### config.mk
export PLATFORM = sky130hd
export DESIGN_NAME = cpu7_exu_eclwbtrk
export DESIGN_NICKNAME = d
export VERILOG_FILES = /design/src/rtl/cpu7_exu_eclwbtrk_pkg.sv /design/src/rtl/cpu7_exu_eclsb.sv /design/src/rtl/cpu7_exu_eclwbtrk.sv
export SDC_FILE = /design/constraint.sdc
export NUM_CORES = 1
export LEC_CHECK = 0
export ABC_AREA = 1
export BUFFER_PORTS_ARGS = -buffer_cell sky130_fd_sc_hd__buf_4
export CAP_MARGIN = 25
export CELL_PAD_IN_SITES_DETAIL_PLACEMENT = 1
export CELL_PAD_IN_SITES_GLOBAL_PLACEMENT = 1
export CORE_MARGIN = 4
export CORE_UTILIZATION = 32
export CTS_CLUSTER_DIAMETER = 60
export DETAILED_ROUTE_END_ITERATION = 10
export GPL_ROUTABILITY_DRIVEN = 1
export PLACE_DENSITY_LB_ADDON = 0.1
export SLEW_MARGIN = 20
export SYNTH_ARGS = -nofsm -noshare
export SYNTH_HDL_FRONTEND = slang
export SYNTH_SLANG_ARGS = --single-unit
### constraint.sdc
create_clock -name clk -period 1.76 [get_ports clk]
set_clock_uncertainty 0.1 [all_clocks]
set_input_delay 0.352 -clock clk [delete_from_list [all_inputs] [get_ports clk]]
set_output_delay 0.352 -clock clk [all_outputs]
set_load 0.02 [all_outputs]
### src/rtl/cpu7_exu_eclwbtrk_pkg.sv
// Shared definitions for the EXU write-back tracker and its divide scoreboard.
// Register-index width, register count and the D-source match helper live here.
package cpu7_exu_eclwbtrk_pkg;

    localparam int REG_W = 5;
    localparam int NREG  = 32;

    typedef logic [REG_W-1:0] reg_idx_t;

    // A D-stage source hits a producer tag only when the source is actually
    // read and is not r0 (r0 is hardwired zero and never has a producer).
    function automatic logic src_match(input reg_idx_t src,
                                       input logic     src_rd,
                                       input reg_idx_t tag);
        return src_rd && (src != '0) && (src == tag);
    endfunction

endpackage

### src/rtl/cpu7_exu_eclsb.sv
// Long-latency (divide) busy scoreboard: one busy bit per architectural
// register, set when a divide leaves E and cleared when it writes back.
// A same-cycle set and clear of one index leaves the bit set, since the
// issuing op is a newer producer than the one completing. Bit 0 never sets.
module cpu7_exu_eclsb
    import cpu7_exu_eclwbtrk_pkg::*;
(
    input  logic     clk,
    input  logic     reset,
    input  logic     set_en,
    input  reg_idx_t set_idx,
    input  logic     clr_en,
    input  reg_idx_t clr_idx,
    input  reg_idx_t rs1_d,
    input  reg_idx_t rs2_d,
    input  logic     rs1_rd_d,
    input  logic     rs2_rd_d,
    output logic     hit
);

    logic [NREG-1:0] sb;
    logic [NREG-1:0] sb_next;

    // Next busy vector: clear first, then set, so set wins on a collision.
    always_comb begin
        sb_next = sb;
        if (clr_en) begin
            sb_next[clr_idx] = 1'b0;
        end
        if (set_en) begin
            sb_next[set_idx] = 1'b1;
        end
        sb_next[0] = 1'b0;
    end

    // Busy vector register.
    always_ff @(posedge clk or posedge reset) begin
        if (reset) begin
            sb <= '0;
        end else begin
            sb <= sb_next;
        end
    end

    // Read-port hit: an active, non-zero D source whose register is busy.
    always_comb begin
        hit = 1'b0;
        if (rs1_rd_d && (rs1_d != '0) && sb[rs1_d]) begin
            hit = 1'b1;
        end
        if (rs2_rd_d && (rs2_d != '0) && sb[rs2_d]) begin
            hit = 1'b1;
        end
    end

endmodule

### src/rtl/cpu7_exu_eclwbtrk.sv
// EXU write-back tracker: carries destination tags and write enables of
// in-flight instructions from E through M to W for the bypass selectors,
// and raises the D-stage interlock (load-use, M stall, optional divide
// scoreboard).
// Optional feature macro: CPU7_DIV_SCOREBOARD_EN enables the long-latency
// divide scoreboard and the divider write-back path into W.
module cpu7_exu_eclwbtrk
    import cpu7_exu_eclwbtrk_pkg::*;
(
    input  logic     clk,
    input  logic     reset,
    input  logic     valid_e,
    input  reg_idx_t rd_e,
    input  logic     wen_e,
    input  logic     load_e,
    input  logic     stall_m,
    input  logic     flush,
    input  reg_idx_t rs1_d,
    input  reg_idx_t rs2_d,
    input  logic     rs1_rd_d,
    input  logic     rs2_rd_d,
    input  logic     div_issue_e,
    input  logic     div_done,
    input  reg_idx_t div_rd,
    output reg_idx_t rd_m,
    output logic     wen_m,
    output reg_idx_t rd_w,
    output logic     wen_w,
    output logic     stall_d
);

    // E writes a real register: r0 is never tracked.
    logic e_wr;
    // Write enable carried into M before the load mask; W consumes it raw.
    logic m_wen_in;
    logic m_wen_raw;
    logic m_load;
    // Load-use hazards against the E and M producers.
    logic e_load_hit;
    logic m_load_hit;
    // Divide scoreboard hit (constant 0 when the feature is compiled out).
    logic sb_hit;
    // Divider write-back steering into W.
    logic div_wb;

    assign e_wr = valid_e & wen_e & (rd_e != '0);

`ifdef CPU7_DIV_SCOREBOARD_EN
    // A divide's result only enters the pipe through the divider write-back.
    assign m_wen_in = e_wr & ~div_issue_e;
    assign div_wb   = div_done & (div_rd != '0);

    cpu7_exu_eclsb u_sb (
        .clk      (clk),
        .reset    (reset),
        .set_en   (div_issue_e & e_wr & ~flush & ~stall_m),
        .set_idx  (rd_e),
        .clr_en   (div_done),
        .clr_idx  (div_rd),
        .rs1_d    (rs1_d),
        .rs2_d    (rs2_d),
        .rs1_rd_d (rs1_rd_d),
        .rs2_rd_d (rs2_rd_d),
        .hit      (sb_hit)
    );
`else
    // Without the scoreboard divides are ordinary E ops.
    assign m_wen_in = e_wr;
    assign div_wb   = 1'b0;
    assign sb_hit   = 1'b0;

    logic unused_div;
    assign unused_div = &{1'b0, div_issue_e, div_done, div_rd};
`endif

    // M register: flush kills, stall_m holds, otherwise take E.
    always_ff @(posedge clk or posedge reset) begin
        if (reset) begin
            rd_m      <= '0;
            m_wen_raw <= 1'b0;
            m_load    <= 1'b0;
        end else if (flush) begin
            m_wen_raw <= 1'b0;
            m_load    <= 1'b0;
        end else if (!stall_m) begin
            rd_m      <= rd_e;
            m_wen_raw <= m_wen_in;
            m_load    <= load_e & e_wr;
        end
    end

    // Loads are not bypassable from M; they become visible at W.
    assign wen_m = m_wen_raw & ~m_load;

    // W register: divider write-back first, then bubble on flush/stall,
    // otherwise move M into W (loads included). rd_w holds on a bubble.
    always_ff @(posedge clk or posedge reset) begin
        if (reset) begin
            rd_w  <= '0;
            wen_w <= 1'b0;
        end else if (div_wb) begin
            rd_w  <= div_rd;
            wen_w <= 1'b1;
        end else if (flush || stall_m) begin
            wen_w <= 1'b0;
        end else begin
            rd_w  <= rd_m;
            wen_w <= m_wen_raw;
        end
    end

    // Load-use hazard detection against the E-stage and M-stage loads.
    always_comb begin
        e_load_hit = 1'b0;
        m_load_hit = 1'b0;
        if (load_e && e_wr) begin
            e_load_hit = src_match(rs1_d, rs1_rd_d, rd_e) |
                         src_match(rs2_d, rs2_rd_d, rd_e);
        end
        if (m_load) begin
            m_load_hit = src_match(rs1_d, rs1_rd_d, rd_m) |
                         src_match(rs2_d, rs2_rd_d, rd_m);
        end
    end

    // D-stage interlock: any hazard, or M unable to advance.
    always_comb begin
        stall_d = stall_m | e_load_hit | m_load_hit | sb_hit;
    end

endmodule

==> out/metrics.csv <==
metric,value,unit
ys_warn_count,0,
wl_per_cell,12.9,µm
die_h,60.1,µm
crit_type,register to primary output,
numCtsBuffers,3,
route.vias.total,918,
avgSynthCellArea,6.67,µm²
fin_crit_sh,1.08,
ys_ff_latch,13,
cts_root_buf,clkbuf_4,
cp_data_arrival_time,1460,ps
switching_share,0.344,
maxSlewViolCount,0,
crit_start,rd_m[0]$_DFFE_PP0P_,
ctsHoldBuffers,0,
syn_area,867,µm²
endpoint,stall_d,
combPwrFrac,0.365,
rrSetupSlack,810,ps
drc,0,
rr_startpoint,rd_m[1]$_DFFE_PP0P_,
io_pins,44,
violations,setup timing,
ir_drop,0.716,mV
grt_usage,0.160,
grt_max_degree,14,
outcome,"complete, but fails checks",
p_seq_frac,0.425,
cts_tree,built,
fin_util,0.488,
required,1310,ps
firstDrtPassIters,4,
row_count,18,
hpwl,2.17,mm
ff2ff_path_depth,3,
drtIter0Drc,27,
p_sw,298,µW
internal_power,567,µW
grt_pass1_vias,965,
ys_seq_area_frac,0.375,
cp-start-kind,register,
powerDensity,703,mW/mm²
portBuffers,36,
hold_slack,1.08,ps
finalCriticalPeriod,1910,ps
syn_nets,161,
reg2reg_to,rd_m[1]$_DFFE_PP0P_,
clk_latency,270,ps
diodes,0,
worstSetupEndpointType,primary output,
grt_pass1_wl,4.28,mm
post-place-ws,15.2,ps
routed_via_density,4.57,
worst_pin_slew,500,ps
area_growth,41.8,%
drv_cap,0,
cp_max_fo,3,
initial_core_util,0.344,
synth_cells,130,
die_w,60.1,µm
p_clk_frac,0.211,
grt_overflow_total,0,
core-area,0.00252,mm²
maxSlewHeadroom,0.666,
setup_ws,-148,ps
gp_congestion,0.743,
drt-total-wl,2.59,mm
detail-route-antenna-nets,0,
drive_gt1_frac,0.310,
hold_violations,0,
antenna_found_initial,0,
clk_pin_slew,80,ps
hp-class,input pin to async pin,
synth_cell_types,16,
clock_path_buffers,2,
setup_viol,1,
rsz0062_at_grt,true,
fmax,524,MHz
htree_levels,1,
nets,203,
setup_tns,-148,ps
dieArea,0.00361,mm²
clkSinkCount,13,
leakage,0.686,nW
-- logic make-up (layout without fill, tap and decap cells) --
logic type                count (synthesis)  after routing  synth area share
and+or+nand+nor                          71             71             0.330
buffers and inverters                    22             63            0.0981
xor gates and xnor gates                 13             13             0.131
DFF                                      13             13             0.375
AOI/OAI and AO/OA                        11             11            0.0649
-- worst min path at each step --
stage	from	to	slack, ps	depth (start not counted)
2_1_floorplan	reset	m_load$_DFFE_PP0P_	130	1
3_3_place_gp	reset	rd_w[3]$_DFFE_PP0P_	310	2
3_5_place_dp	reset	rd_m[1]$_DFFE_PP0P_	310	2
4_1_cts	reset	rd_w[1]$_DFFE_PP0P_	20	2
5_1_grt	reset	rd_w[2]$_DFFE_PP0P_	20	2
6_report	reset	rd_w[2]$_DFFE_PP0P_	1	2
-- timing repair --
item,4_1_cts,5_1_grt
resized for setup,4,2
setup endpoints to repair,1,1
setup buffers,2,0
-- layout make-up --
type	instances	area [µm²]
Tap cell	30	37.5
Fill cell	355	1290
Inverter	20	75.1
Timing Repair Buffer	39	297
Multi-Input combinational cell	95	467
Clock buffer	4	26.3
Sequential cell	13	328
-- synth_stat cells --
cell | number | area [µm²]
nand4_1 | 1 | 6.26
xor2_1 | 10 | 87.6
inv_2 | 4 | 15.0
dfrtp_1 | 13 | 325
o21ai_0 | 4 | 20.0
or2_2 | 1 | 6.26
nand2_1 | 43 | 161
nand3_1 | 7 | 35.0
inv_1 | 16 | 60.1
xnor2_1 | 3 | 26.3
nand3b_1 | 1 | 7.51
nor2_2 | 1 | 6.26
o22ai_1 | 1 | 6.26
nor2_1 | 17 | 63.8
buf_2 | 2 | 10.0
o21ai_1 | 6 | 30.0
-- sequential cells by signal, indices dropped and copies added, names as in the netlist --
name	cells
rd_m	5
rd_w	5
m_load	1
m_wen_raw	1
wen_w	1
-- metrics by stage --
step	cells	instance area, µm²	power, mW
3_5_place_dp	195	1170	0.679
5_1_grt	201	1230	0.937
3_3_place_gp	195	1170	0.668
6_report	201	1230	0.865
4_1_cts	201	1230	0.877
2_1_floorplan	130	867	0.529
-- power groups by stage --
| stage | clock network [mW] | registers, mW | logic (mW) |
|---|---|---|---|
| global placement | 0 | 0.373 | 0.295 |
| floorplan | 0 | 0.410 | 0.119 |
| global route | 0.210 | 0.375 | 0.352 |
| CTS | 0.189 | 0.368 | 0.320 |
| finish | 0.182 | 0.368 | 0.315 |
| detailed placement | 0 | 0.375 | 0.304 |
-- per-layer routing --
layer / track usage / wire length, µm / vias to the layer above
met3: 0.0497 / 162 / 0
met5: 0 / 0 / -
met1: 0.200 / 1120 / 420
li1: - / - / 474
met2: 0.276 / 1310 / 24
met4: 0.0190 / 0 / 0
-- cells in the final DEF (no fill, tap or decap), drive strengths merged --
master and instances:
buf 39, clkbuf 4, dfrtp 13, inv 20
nand2 43, nand3 7, nand3b 1, nand4 1
nor2 18, o21ai 10, o22ai 1, or2 1
xnor2 3, xor2 10
-- worst max-delay path: stages (launching register included) --
cell	delay [ps]
dfrtp_2	430
xnor2_1	180
nand2_2	70
nor2_2	100
nand3_1	80
nand2_1	80
nand2_1	70
nand3_2	60
buf_6	110
Note: power is estimated with default switching activity, not from simulation.
